`config.mk`:
```
export PLATFORM = sky130hd
export DESIGN_NAME = encoder_round_sched
export DESIGN_NICKNAME = d
export VERILOG_FILES = /design/src/rtl/encoder_pkg.sv /design/src/rtl/encoder_wdt.sv /design/src/rtl/encoder_round_sched.sv
export SDC_FILE = /design/constraint.sdc
export NUM_CORES = 1
export LEC_CHECK = 0
export CORE_ASPECT_RATIO = 1.25
export CORE_MARGIN = 5
export CORE_UTILIZATION = 25
export CTS_CLUSTER_SIZE = 40
export DETAILED_ROUTE_END_ITERATION = 6
export HOLD_SLACK_MARGIN = 0.08
export SYNTH_ARGS = -nofsm -noshare
export SYNTH_HDL_FRONTEND = slang
export SYNTH_SLANG_ARGS = --single-unit
```
`constraint.sdc`:
```
create_clock -name clk -period 3.6 [get_ports clk]
set_input_delay 0.54 -clock clk [delete_from_list [all_inputs] [get_ports clk]]
set_output_delay 0.54 -clock clk [all_outputs]
set_load 0.01 [all_outputs]
```
`src/rtl/encoder_pkg.sv`:
```
// encoder_pkg: FSM states, stage indices and default round count shared by the encoder round scheduler
package encoder_pkg;
   localparam int NUM_STAGES = 5;
   localparam int DEF_NUM_ROUNDS = 24;
   localparam logic [2:0] STG_COLPAR = 3'd0;
   localparam logic [2:0] STG_ROTATE = 3'd1;
   localparam logic [2:0] STG_PERMUTE = 3'd2;
   localparam logic [2:0] STG_REVAL = 3'd3;
   localparam logic [2:0] STG_ADDRC = 3'd4;
   typedef enum logic [2:0] {IDLE, LAUNCH, ARM, WAIT, FIN} sched_state_t;
endpackage

```
`src/rtl/encoder_wdt.sv`:
```
// encoder_wdt: clearable cycle counter whose terminal flag fires on the LIMIT-th enabled cycle
module encoder_wdt #(
   parameter int LIMIT = 4096
) (
   input  logic clk,
   input  logic reset,
   input  logic clr,
   input  logic en,
   output logic term
);
   localparam int W = $clog2(LIMIT + 1);
   logic [W-1:0] cnt_q, cnt_d;
   always_comb cnt_d = clr ? '0 : en ? cnt_q + 1'b1 : cnt_q;
   always_ff @(posedge clk) cnt_q <= reset ? '0 : cnt_d;
   assign term = en && cnt_q == W'(LIMIT - 1);
endmodule

```
`src/rtl/encoder_round_sched.sv`:
```
// encoder_round_sched: runs colpar/rotate/permute/reval/addrc for NUM_ROUNDS rounds via start/ready handshakes.
// Define ENCODER_SCHED_WDT_EN to add a per-stage watchdog that aborts to IDLE with a sticky error.
module encoder_round_sched
   import encoder_pkg::*;
#(
   parameter int NUM_ROUNDS = DEF_NUM_ROUNDS,
   parameter int RND_W = 5,
   parameter int WDT_CYCLES = 4096
) (
   input  logic                  clk,
   input  logic                  reset,
   input  logic                  start,
   output logic [NUM_STAGES-1:0] stage_start,
   input  logic [NUM_STAGES-1:0] stage_ready,
   output logic [RND_W-1:0]      round_idx,
   output logic [2:0]            stage_idx,
   output logic                  mem_sel,
   output logic                  Ready,
   output logic                  done,
   output logic                  error
);
   localparam logic [RND_W-1:0] LAST_RND = RND_W'(NUM_ROUNDS - 1);
   sched_state_t state_q, state_d;
   logic [RND_W-1:0] round_q, round_d;
   logic [2:0] stage_q, stage_d;
   logic mem_q, mem_d, err_q, err_d, act_rdy, wdt_trip, launch;

   assign act_rdy = stage_ready[stage_q];
   assign launch = state_q == LAUNCH;

`ifdef ENCODER_SCHED_WDT_EN
   encoder_wdt #(.LIMIT(WDT_CYCLES)) u_wdt (
      .clk  (clk),
      .reset(reset),
      .clr  (launch),
      .en   (state_q == ARM || state_q == WAIT),
      .term (wdt_trip)
   );
`else
   assign wdt_trip = 1'b0;
`endif

   always_comb begin
      state_d = state_q;
      round_d = round_q;
      stage_d = stage_q;
      mem_d = mem_q;
      err_d = err_q;
      case (state_q)
         IDLE: if (start) begin
            state_d = LAUNCH;
            round_d = '0;
            stage_d = STG_COLPAR;
            mem_d = 1'b0;
            err_d = 1'b0;
         end
         LAUNCH: state_d = ARM;
         ARM: state_d = act_rdy ? ARM : WAIT;
         WAIT: if (act_rdy) begin
            mem_d = ~mem_q;
            state_d = (stage_q == STG_ADDRC && round_q == LAST_RND) ? FIN : LAUNCH;
            if (stage_q != STG_ADDRC) stage_d = stage_q + 3'd1;
            else if (round_q != LAST_RND) begin
               stage_d = STG_COLPAR;
               round_d = round_q + 1'b1;
            end
         end
         default: state_d = IDLE;
      endcase
      // a watchdog trip freezes the failing position and beats a same-cycle completion
      if (wdt_trip) begin
         state_d = IDLE;
         err_d = 1'b1;
         round_d = round_q;
         stage_d = stage_q;
         mem_d = mem_q;
      end
   end

   always_ff @(posedge clk) begin
      if (reset) begin
         state_q <= IDLE;
         round_q <= '0;
         stage_q <= STG_COLPAR;
         mem_q <= 1'b0;
         err_q <= 1'b0;
      end else begin
         state_q <= state_d;
         round_q <= round_d;
         stage_q <= stage_d;
         mem_q <= mem_d;
         err_q <= err_d;
      end
   end

   assign stage_start = {NUM_STAGES{launch}} & {stage_q == STG_ADDRC, stage_q == STG_REVAL,
                        stage_q == STG_PERMUTE, stage_q == STG_ROTATE, stage_q == STG_COLPAR};
   assign round_idx = round_q;
   assign stage_idx = stage_q;
   assign mem_sel = mem_q;
   assign Ready = state_q == IDLE;
   assign done = state_q == FIN;
   assign error = err_q;
endmodule

```
==> flow_summary.json, run 1 <==
{
  "rows": 23,
  "max_freq_mhz": 390.2,
  "ys_dominant_reg_cell": "dfxtp_1",
  "yosysWarnings": 0,
  "numCtsBuffers": 3,
  "synth.area.mux_share_pct": 5.496,
  "synth_cells": 103,
  "path_class": "reg2out",
  "wire_per_inst_microns": 12.49,
  "initial_core_util_pct": 25.66,
  "coreArea_sq_um": 3194,
  "grt.overflow.total": 0,
  "setup_viol": 0,
  "insertion_delay_ns": 0.25,
  "drc_errors": 0,
  "synth_edf_count": 0,
  "synth_area_sq_um": 819.5,
  "fin_hold_ws_ns": 0.4762,
  "layout_min_cycle_time_ns": 2.563,
  "clockBufferDepth": 2,
  "wl_mm": 2.036,
  "dp_hpwl_mm": 1.554,
  "worst-r2r-cell-count": 7,
  "gp_congestion": 0.8506,
  "grtUsageTotal_pct": 9.944,
  "htreeDepth": 1,
  "setup_tns_ns": 0,
  "path_clk_slew_ns": 0.05,
  "grt_pass1_vias": 785,
  "hold_violations": 0,
  "synth.most_common_cell": "nand2_1",
  "antenna_found_initial": 0,
  "rsz0062_at_grt": "no",
  "critPathMaxFanout": 9,
  "hold_class": "reg2reg",
  "rrSetupSlack_ns": 1.75,
  "cts_setup_buffers": 0,
  "syn_to_final_growth_pct": 34.35,
  "drv_slew": 0,
  "post_drt_via_cell_ratio": 4.994,
  "hold_depth": 2,
  "worst_ep_arrival_time_ns": 2.02,
  "ios": 25,
  "ir_worst_vdd_v": 0.0001607,
  "grt_pass1_wl_mm": 3.325,
  "endpoint_kind": "primary output",
  "synth_cell_types": 36,
  "synthSimpleGateAreaFrac_pct": 31.91,
  "p_leak_nw": 0.3796,
  "ys_seq_area_share_pct": 29.31,
  "drive_above_1_share_pct": 9.524,
  "ys_top_cells_by_count": "nand2_1, dfxtp_1, nor2_1, nand3_1",
  "postSynthNetCount": 117,
  "startpoint_type": "flip-flop",
  "cts_tree": "done",
  "avgSynthCellArea_sq_um": 7.957,
  "synth_area_leaders": "dfxtp_1, ha_1, nand2_1",
  "fp.dieArea_sq_um": 4530,
  "clockRootBuffer": "clkbuf_8",
  "num_vias": 814,
  "cts-resized-gates": 0,
  "grt_max_degree": 11,
  "tightest_slew_ns": 0.6670,
  "relSlewSlack_pct": 55.53,
  "cts_hold_buf": 0,
  "synth_top_family_by_area": "simple AND/OR/NAND/NOR gates",
  "post-route-period-util_pct": 71.18,
  "cts_sinks": 12,
  "synth-xor-area-share_pct": 0,
  "cp_data_required_time_ns": 3.06,
  "p_per_area_nw_per_um2": 302.4,
  "finClkSkew_ns": 0.002344,
  "num_antenna_cells": 0,
  "nets": 141,
  "synth_top_area_share_pct": 29.31,
  "first_pass_iters": 4,
  "postRouteAntennaNets": 0,
  "synthAdderAreaFrac_pct": 9.160,
  "die_height_microns": 74.02,
  "ys_ff_latch": 12,
  "run_status": "completed",
  "dr.first_iter.drc_count": 23,
  "yosysTopAreaCell": "dfxtp_1",
  "cap_violations": 0,
  "fp.dieW_microns": 61.21,
  "synthArstFlopShare_pct": 0,
  "synth_compound_area_share_pct": 15.27,
  "portBuffers": 23
}
-- cell usage in the layout, fill, tap and decap left out, drive strengths merged, types with 3 or more instances in the layout --
master	synthesis	final
nand3	7	7
nor2	9	9
clkdlybuf4s50	0	23
mux2i	3	3
clkbuf	0	4
inv	5	5
and2	3	3
nand2	17	17
o21ai	7	7
o211ai	4	4
dfxtp	12	12
ha	6	6
-- sequential cells by signal, summed over array words and instances, names as in the netlist --
signal and count:
round_idx 5, stage_idx 3, state_q 3, mem_sel 1
-- cell families (layout without fill, tap and decap cells) --
| kind of cell | after synthesis | after routing |
|---|---|---|
| adders and majority gates | 6 | 6 |
| buffers and inverters | 9 | 32 |
| other | 1 | 1 |
| muxes | 4 | 4 |
| DFF | 12 | 12 |
| and+or+nand+nor | 52 | 52 |
| AOI/OAI and AO/OA | 19 | 19 |
-- metal layers --
metal	GRT usage, %	part of all wire (%)	vias to the layer above
li1	-	-	409
met1	11.57	46	373
met2	15.76	44	27
met3	3.125	6.9	5
met4	5.783	2.7	0
met5	0	0	-
-- stage by stage --
step	std cells	util, %	setup slack (ns)	cell area, sq um	power (mW)
after floorplan	103	-	1.759	819.5	0.1717
after global placement	159	32.75	1.334	1046	0.1850
after detailed placement	159	32.75	1.299	1046	0.1859
after CTS	163	34.47	1.024	1101	0.3372
after global routing	163	34.47	0.9181	1101	0.3481
final	163	34.47	1.038	1101	0.3329
-- path summary, 6_finish.rpt --
path	startpoint	end
setup reg to reg	stage_idx[0]	round_idx[3]
setup / recovery	state_q[0]	stage_start[2]
hold / removal	mem_sel	mem_sel
hold reg to reg	mem_sel	mem_sel
-- cell type report --
type                            count  area, sq um
Clock buffer                        4        55.05
Fill cell                         347         2093
Inverter                            5        18.77
Multi-Input combinational cell     82        510.5
Sequential cell                    12        240.2
Tap cell                           37        46.29
Timing Repair Buffer               23        230.2
-- worst max-delay path: stages, from the launching register on --
cell	delay, ns
dfxtp_1	0.46
or3b_2	0.52
nor2_1	0.14
and2_1	0.14
clkdlybuf4s50_1	0.52
-- power by group --
group / total [mW] / switching, mW / internal (mW)
Sequential: 0.141 / 0.00516 / 0.136
Combinational: 0.0424 / 0.0215 / 0.0210
Clock: 0.150 / 0.0527 / 0.0969
Total: 0.333 / 0.0793 / 0.254
(Power assumes the default switching activity.)
==> run 2, diff against run 1 <==
==> constraint.sdc (replaced) <==
create_clock -name clk -period 2.4 [get_ports clk]
set_input_delay 0.36 -clock clk [delete_from_list [all_inputs] [get_ports clk]]
set_output_delay 0.36 -clock clk [all_outputs]
set_load 0.01 [all_outputs]
==> flow_summary.json, run 2 (synthesized netlist as in run 1, its figures left out) <==
{
  "run_status": "completed",
  "grt_max_degree": 11,
  "path_clk_slew_ns": 0.05,
  "dr.first_iter.drc_count": 14,
  "gp_congestion": 0.8507,
  "path_class": "reg2out",
  "portBuffers": 23,
  "grtUsageTotal_pct": 9.631,
  "largest_reg_flops": 5,
  "initial_core_util_pct": 25.66,
  "relSlewSlack_pct": 56.36,
  "grt_util_met2_pct": 15.06,
  "grt.overflow.total": 0,
  "wl_mm": 2.003,
  "layout_min_cycle_time_ns": 2.297,
  "insertion_delay_ns": 0.25,
  "endpoint_kind": "primary output",
  "drv_slew": 0,
  "grt-busiest-layer": "met2",
  "cap_violations": 0,
  "p_leak_nw": 0.3796,
  "grt_use_met1_pct": 11.25,
  "num_vias": 827,
  "post-route-period-util_pct": 95.72,
  "cp_data_required_time_ns": 2.04,
  "grt_use_met3_pct": 3.125,
  "die_height_microns": 74.02,
  "coreArea_sq_um": 3194,
  "cts_hold_buf": 0,
  "cts_setup_buffers": 0,
  "p_per_area_nw_per_um2": 452.8,
  "ios": 25,
  "startpoint_type": "flip-flop",
  "first_pass_iters": 4,
  "fp.dieArea_sq_um": 4530,
  "grt_pass1_vias": 754,
  "rsz0062_at_grt": "no",
  "nets": 141,
  "setup_tns_ns": 0,
  "num_antenna_cells": 0,
  "post-place-ws_ns": 0.2699,
  "worst_ep_arrival_time_ns": 1.94,
  "grt_pass1_wl_mm": 3.229,
  "rows": 23,
  "cts_sinks": 12,
  "htreeDepth": 1,
  "finalCoreUtilization_pct": 34.59,
  "hold_violations": 0,
  "ir_worst_vdd_v": 0.0001744,
  "hold_class": "reg2reg",
  "antenna_found_initial": 0,
  "clockBufferDepth": 2,
  "fp.dieW_microns": 61.21,
  "setup_viol": 0,
  "fill_cells": 352,
  "critPathMaxFanout": 9,
  "worst_slack_ns": 0.1028,
  "max_freq_mhz": 435.3,
  "tightest_slew_ns": 0.6546,
  "syn_to_final_growth_pct": 34.81,
  "clockRootBuffer": "clkbuf_8",
  "wire_per_inst_microns": 12.29,
  "placed_cell_area_sq_um": 1046,
  "dp_hpwl_mm": 1.532,
  "post_drt_via_cell_ratio": 5.074,
  "mostFrequentLayoutCell": "clkdlybuf4s50_1",
  "postRouteAntennaNets": 0,
  "numCtsBuffers": 3,
  "finalInstanceArea_sq_um": 1105,
  "drive_above_1_share_pct": 11.11,
  "finClkSkew_ns": 0.0007354,
  "drc_errors": 0,
  "mostFrequentLayoutCells": "clkdlybuf4s50_1, nand2_1, dfxtp_1, nor2_1, nand3_1",
  "cts_tree": "done"
}
## run 2: routing by layer
| layer | part of all wire [%] | vias to the layer above |
|---|---|---|
| li1 | - | 411 |
| met1 | 44 | 385 |
| met2 | 47 | 27 |
| met4 | 1.8 | 0 |
| met5 | 0 | - |
| met3 | 7.6 | 4 |
## run 2: area by class of cell
type / count / area, sq um / area share, %
Timing Repair Buffer: 23 / 230.2 / 20.84
Tap cell: 37 / 46.29 / 4.190
Sequential cell: 12 / 241.5 / 21.86
Inverter: 5 / 18.77 / 1.699
Multi-Input combinational cell: 82 / 513.0 / 46.43
Clock buffer: 4 / 55.05 / 4.983
## run 2: worst max-delay path, cell delays in order, from the launching register on
cell and delay (ns):
dfxtp_1 0.38, or3b_2 0.54, nor2_2 0.12, and2_1 0.13, clkdlybuf4s50_1 0.53
## run 2: worst paths after layout
check / startpoint / end / slack (ns) / cells past startpoint
max: state_q[1] / stage_start[1] / 0.10 / 4
min: mem_sel / mem_sel / 0.48 / 2
min reg2reg: mem_sel / mem_sel / 0.48 / 2
max reg2reg: stage_idx[0] / round_idx[3] / 0.54 / 7
## run 2: timing repair
action	in CTS	in global routing
hold endpoints to repair	0	0
setup endpoints to repair	3	3
resized for setup	1	1
## run 2: where the power goes
part,switching (mW),leakage [nW],internal [mW],total [mW]
Clock,0.0797,0.0288,0.145,0.225
Sequential,0.00788,0.0974,0.204,0.212
Combinational,0.0317,0.253,0.0317,0.0634
Total,0.119,0.380,0.381,0.500
## run 2: metrics by stage
| stage | instances | hold slack (ns) | power (mW) |
|---|---|---|---|
| 2_1_floorplan | 103 | 0.4917 | 0.2575 |
| 3_3_place_gp | 159 | 0.4650 | 0.2776 |
| 3_5_place_dp | 159 | 0.4617 | 0.2785 |
| 4_1_cts | 163 | 0.4764 | 0.5057 |
| 5_1_grt | 163 | 0.4914 | 0.5246 |
| 6_report | 163 | 0.4768 | 0.5003 |
